`config.mk`:
```
export PLATFORM = sky130hd
export DESIGN_NAME = uart_tx_arbiter
export DESIGN_NICKNAME = d
export VERILOG_FILES = /design/src/rtl/uart_tx_arbiter.sv
export SDC_FILE = /design/constraint.sdc
export NUM_CORES = 1
export LEC_CHECK = 0
export ABC_AREA = 1
export CORE_ASPECT_RATIO = 1.5
export CORE_MARGIN = 2
export CORE_UTILIZATION = 40
export CTS_BUF_LIST = sky130_fd_sc_hd__clkbuf_8
export DETAILED_ROUTE_END_ITERATION = 10
export HOLD_SLACK_MARGIN = 0.15
export PLACE_DENSITY = 0.72
export SYNTH_ARGS = -nofsm -noshare
export SYNTH_HDL_FRONTEND = slang
export SYNTH_SLANG_ARGS = --single-unit
```
`constraint.sdc`:
```
create_clock -name tx_clk -period 3.4 [get_ports tx_clk]
set_clock_uncertainty 0.2 [all_clocks]
set_input_delay 1.02 -clock tx_clk [delete_from_list [all_inputs] [get_ports tx_clk]]
set_output_delay 1.02 -clock tx_clk [all_outputs]
set_load 0.02 [all_outputs]
```
`src/rtl/uart_tx_arbiter.sv`:
```
// uart_tx_arbiter: round-robin sharing of one uart_tx transmitter among NREQ requesters.
// Latency: gnt/uart_start two cycles after a request is captured in IDLE; done one cycle after uart_done.
// Backpressure: requesters hold req and fields until gnt; req is only sampled while IDLE.
module uart_tx_arbiter #(
  parameter int NREQ    = 4,
  parameter int TIMEOUT = 16
) (
  input  logic              tx_clk,
  input  logic              rst_n,
  input  logic [NREQ-1:0]   req,
  input  logic [NREQ*8-1:0] req_data,
  input  logic [NREQ*4-1:0] req_length,
  input  logic [NREQ-1:0]   req_parity_type,
  input  logic [NREQ-1:0]   req_parity_en,
  input  logic [NREQ-1:0]   req_stop2,
  output logic [NREQ-1:0]   gnt,
  output logic [NREQ-1:0]   done,
  output logic [NREQ-1:0]   err,
  output logic              busy,
  output logic              uart_start,
  output logic [7:0]        uart_data,
  output logic [3:0]        uart_length,
  output logic              uart_parity_type,
  output logic              uart_parity_en,
  output logic              uart_stop2,
  output logic              uart_rst,
  input  logic              uart_done,
  input  logic              uart_err
);

  localparam int IDW = (NREQ > 1) ? $clog2(NREQ) : 1;
  localparam int CW  = $clog2(TIMEOUT + 1);
  localparam logic [NREQ-1:0] ONE = NREQ'(1);

  typedef enum logic [1:0] {ST_IDLE, ST_START, ST_WAIT, ST_ABORT} state_t;

  state_t          state_q, state_d;
  logic [IDW-1:0]  ptr_q, ptr_d;
  logic [CW-1:0]   cnt_q, cnt_d;
  logic [NREQ-1:0] gnt_q, gnt_d;
  logic [NREQ-1:0] done_q, done_d;
  logic [NREQ-1:0] err_q, err_d;
  logic            busy_q, busy_d;
  logic            start_q, start_d;
  logic            urst_q, urst_d;
  logic [7:0]      data_q, data_d;
  logic [3:0]      len_q, len_d;
  logic            pt_q, pt_d;
  logic            pe_q, pe_d;
  logic            st2_q, st2_d;

  logic            win_vld;
  logic [IDW-1:0]  win_id;
  logic [7:0]      sel_data;
  logic [3:0]      sel_len;
  logic            sel_pt, sel_pe, sel_st2;
  logic [NREQ-1:0] own_oh;
  logic            len_ok;

  // Pick the first active requester after the previous winner, wrapping around.
  always_comb begin
    win_vld = 1'b0;
    win_id  = '0;
    for (int k = 1; k <= NREQ; k++) begin
      if (!win_vld && req[IDW'((int'(ptr_q) + k) % NREQ)]) begin
        win_vld = 1'b1;
        win_id  = IDW'((int'(ptr_q) + k) % NREQ);
      end
    end
  end

  // Select the winner's per-frame configuration fields.
  always_comb begin
    sel_data = '0;
    sel_len  = '0;
    sel_pt   = 1'b0;
    sel_pe   = 1'b0;
    sel_st2  = 1'b0;
    for (int i = 0; i < NREQ; i++) begin
      if (win_id == IDW'(i)) begin
        sel_data = req_data[i*8 +: 8];
        sel_len  = req_length[i*4 +: 4];
        sel_pt   = req_parity_type[i];
        sel_pe   = req_parity_en[i];
        sel_st2  = req_stop2[i];
      end
    end
  end

  // ptr_q always names the owner of the frame in flight.
  assign own_oh = ONE << ptr_q;
  assign len_ok = (len_q >= 4'd5) && (len_q <= 4'd8);

  // Next-state and registered-output decode; every pulse defaults low.
  always_comb begin
    state_d = state_q;
    ptr_d   = ptr_q;
    cnt_d   = cnt_q;
    gnt_d   = '0;
    done_d  = '0;
    err_d   = '0;
    start_d = 1'b0;
    urst_d  = 1'b0;
    data_d  = data_q;
    len_d   = len_q;
    pt_d    = pt_q;
    pe_d    = pe_q;
    st2_d   = st2_q;
    case (state_q)
      ST_IDLE: begin
        if (win_vld) begin
          ptr_d   = win_id;
          data_d  = sel_data;
          len_d   = sel_len;
          pt_d    = sel_pt;
          pe_d    = sel_pe;
          st2_d   = sel_st2;
          state_d = ST_START;
        end
      end
      ST_START: begin
        gnt_d = own_oh;
        cnt_d = '0;
        if (len_ok) begin
          start_d = 1'b1;
          state_d = ST_WAIT;
        end else begin
          err_d   = own_oh;
          state_d = ST_IDLE;
        end
      end
      ST_WAIT: begin
        if (uart_done) begin
          done_d  = own_oh;
          err_d   = uart_err ? own_oh : '0;
          state_d = ST_IDLE;
        end else if (cnt_q == CW'(TIMEOUT)) begin
          err_d   = own_oh;
          urst_d  = 1'b1;
          state_d = ST_ABORT;
        end else begin
          cnt_d = cnt_q + CW'(1);
        end
      end
      ST_ABORT: begin
        state_d = ST_IDLE;
      end
      default: begin
        state_d = ST_IDLE;
      end
    endcase
    busy_d = (state_d != ST_IDLE);
  end

  // State and output registers; the transmitter is held in reset with the arbiter.
  always_ff @(posedge tx_clk or negedge rst_n) begin
    if (!rst_n) begin
      state_q <= ST_IDLE;
      ptr_q   <= IDW'(NREQ - 1);
      cnt_q   <= '0;
      gnt_q   <= '0;
      done_q  <= '0;
      err_q   <= '0;
      busy_q  <= 1'b0;
      start_q <= 1'b0;
      urst_q  <= 1'b1;
      data_q  <= '0;
      len_q   <= '0;
      pt_q    <= 1'b0;
      pe_q    <= 1'b0;
      st2_q   <= 1'b0;
    end else begin
      state_q <= state_d;
      ptr_q   <= ptr_d;
      cnt_q   <= cnt_d;
      gnt_q   <= gnt_d;
      done_q  <= done_d;
      err_q   <= err_d;
      busy_q  <= busy_d;
      start_q <= start_d;
      urst_q  <= urst_d;
      data_q  <= data_d;
      len_q   <= len_d;
      pt_q    <= pt_d;
      pe_q    <= pe_d;
      st2_q   <= st2_d;
    end
  end

  assign gnt              = gnt_q;
  assign done             = done_q;
  assign err              = err_q;
  assign busy             = busy_q;
  assign uart_start       = start_q;
  assign uart_rst         = urst_q;
  assign uart_data        = data_q;
  assign uart_length      = len_q;
  assign uart_parity_type = pt_q;
  assign uart_parity_en   = pe_q;
  assign uart_stop2       = st2_q;

endmodule

```
==> summary.md <==
The run finished with clean final reports. The critical path goes through clkdlybuf4s50_1, inv_1, nand2_1, nand3_2, nand2_2, nor2_2, a21oi_4, nand3_4, nor2_8, nand2_1, nand2_1, nand2_1, nand2_1, nand2_1. Fraction of final layout cells sized beyond drive strength 1: 0.0897. The tools report the area of the die as 7040 um2.

The type of the worst min-delay path was register to register. For the sum of negative setup slack, the log shows 0 ns. The maximum achievable frequency was 339 MHz. The core occupancy in the finished layout was 0.590; the wire length per cell after detailed routing was 13.0 um. In the post-synthesis netlist, the biggest area contributors are dfrtp_1 (35%), nand2_1 (18%), nand3_1 (6.1%), inv_1 (5.7%), ha_1 (4.9%). Setup violations remaining at the end of the flow were counted as 0. For this block, the routed nets add up to 6780 um of wire. The HPWL reported at the end of detailed placement was 5500 um.

The leakage power of the design was 1.82 nW; the overall fraction of global-route tracks in use was 0.206. The setup path with the least slack is of type input pin to register. The number of buffers created by CTS is 5, and the count of warnings emitted by yosys is 0. The total of flip-flops plus latches after synthesis is 39.

The detailed router placed 2554 vias in this run. The final hold violation count was 0; the total setup buffers inserted after CTS was 0. The number of clock sinks is 39. After technology mapping, the gate count stands at 346. The synthesized netlist occupies a cell area of 2550 um2.

The detail route stage leaves a number of antenna-violating nets equal to 0. Synthesis instantiated 34 different standard cells from the library. The most numerous cell type found on the critical path is nand2_1. Setup repair after global routing left no endpoint under its margin. At the later pin of the worst-skew pair, clock insertion delay measures 0.29 ns. The congestion estimate from routability-driven global placement came to 0.861. After synthesis, the mean cell area works out to 7.37 um2. The post-CTS clock slew at the launch and capture registers of the worst setup and hold paths is 0.08 ns, and the global-route wire length before repair is 11600 um. Data arrives at the worst endpoint at 2.93 ns. The H-tree was split into 2 levels.

The filler cells instantiated in the layout total 570. STA classifies the critical path startpoint as an input pin. The most frequent standard cell in the layout excluding fill and tap cells was nand2_1. Synthesis produced a netlist with a net count of 424.

In this run the vertical extent of the chip is 102 um. After detailed routing, the number of remaining DRC violations is 0. Core outline area: 6170 um2. The maximum clock path buffer count was 2; the initial antenna violation count was 0. Entering global routing, the biggest net connects 40 pins. The library cells used most frequently in the layout, excluding fill and tap cells, are nand2_1 (123), clkdlybuf4s50_1 (96), inv_1 (40), dfrtp_1 (36), nand3_1 (31). TritonCTS built the clock tree. dfrtp_1 takes more of the synthesized area than any other cell. The synthesis-to-finish area growth was 42.9%; the antenna diode count was 0. During placement, the flow inserted port buffers numbering 97. The top-level port count is 98, and the share of the synthesized area in the top cell type is 0.353. The number of global-route vias before repair is 2591, and the die width is 69.2 um.

Shortest clock period the worst path allows after layout: 2.95 ns. The cell sitting at the root of the clock tree is a clkbuf_8. The power per unit of standard cell area is 1080 nW/um2.

Hold repair after CTS inserted 0 buffers. The slowest stage of the critical path belongs to the cell clkdlybuf4s50_1. The initial DRC count came out at 103.

The tools report the headroom to the max-slew limit as 0.412. At the end of the flow, the number of nets in the layout was 523. The largest stage delay on the critical path is 0.52 ns.

The tool flagged a number of max-cap violations equal to 0. The tools report the number of max-slew violations in the final report as 0. The pre-antenna-repair detailed-routing pass consisted of 4 iterations.

STA classifies the critical path endpoint as a register. The period utilization works out to 0.867. In this run the worst path has a maximum fanout of 14.

The initialized floorplan defines 35 standard-cell rows. The initial core utilization was 0.413. The sequential fraction of the synthesis area is 0.384.

Gates resized during post-CTS repair numbered 0. Mean number of vias per cell: 4.91. Global routing finished with a remaining overflow of 0. For the peak supply drop, the log shows 0.688 mV. Hold is met by 0.287 ns. At the pin with the least slew margin, the transition time is 0.883 ns. The required time reported for the critical path endpoint was 3.38 ns.
worst paths after layout:
path                                    from        endpoint  slack, ns  depth (start not counted)
worst max register to register      ptr_q[0]  uart_length[2]       0.52                         14
max in group asynchronous              rst_n          gnt[2]       1.80                          1
worst min-delay path            uart_data[1]    uart_data[1]       0.29                          2
min in group asynchronous              rst_n    uart_data[1]       0.65                          1
worst max-delay path                  req[0]  uart_length[2]       0.45                         14
worst min register to register  uart_data[1]    uart_data[1]       0.29                          2
worst max-delay path, delay by kind of cell:
kind            cells  cell delay [ns]
simple gates       11             1.16
compound gates      1             0.16
buf+inv             2             0.58
flip-flops by register name, summed over array words and instances, names as in the netlist:
signal,cells
uart_data,8
cnt_q,5
done,4
err,4
gnt,4
uart_length,4
ptr_q,2
state_q,2
busy,1
uart_parity_en,1
uart_parity_type,1
uart_rst,1
uart_start,1
uart_stop2,1
area by class of cell:
class,instances,area (um2),share of cell area
Timing Repair Buffer,101,996,0.273
Multi-Input combinational cell,255,1320,0.363
Clock buffer,5,68.8,0.0189
Inverter,43,169,0.0464
Sequential cell,39,980,0.269
Tap cell,74,92.6,0.0254
Clock inverter,3,16.3,0.00446
where the power goes:
group	leakage [nW]	internal, mW	total, mW	switching (mW)
sequential	0.502	0.651	0.779	0.128
clock	0.0453	0.140	0.303	0.163
combinational	1.27	1.03	2.85	1.81
total	1.82	1.82	3.93	2.10
layer usage:
metal | global-route usage | vias to the layer above | part of all wire
met2 | 0.413 | 94 | 0.54
met1 | 0.211 | 1153 | 0.38
met5 | 0 | - | 0
met4 | 0.0603 | 0 | 0.016
li1 | - | 1299 | -
met3 | 0.0448 | 8 | 0.058
through the flow:
step / total power, mW / worst slack (ns) / cell area, um2 / instances
final: 3.93 / 0.451 / 3640 / 520
after global routing: 4.32 / 0.310 / 3640 / 520
after CTS: 3.95 / 0.456 / 3640 / 520
after detailed placement: 3.64 / 0.151 / 3560 / 512
after global placement: 3.58 / 0.215 / 3560 / 512
after floorplan: 2.91 / 0.884 / 2550 / 346
synthesized netlist by cell type, drive strengths merged:
cell type,n
buf,8
dfstp,3
o21ai,27
xor2,2
o31ai,1
clkbuf,1
nor3,6
nand4,12
or2,2
nor2,18
o21a,1
ha,10
a21oi,8
nand3,36
dfrtp,36
and3,1
inv,43
nand2,131
cell families (layout without fill, tap and decap cells):
kind of cell	after synthesis	in the layout	share of synthesized area
xor+xnor	2	2	0.00687
buf+inv	52	152	0.0976
flops	39	39	0.384
compound gates	37	37	0.0790
simple gates	206	206	0.383
fa+ha+maj	10	10	0.0491
No activity file was read; power rests on OpenSTA's default activity.
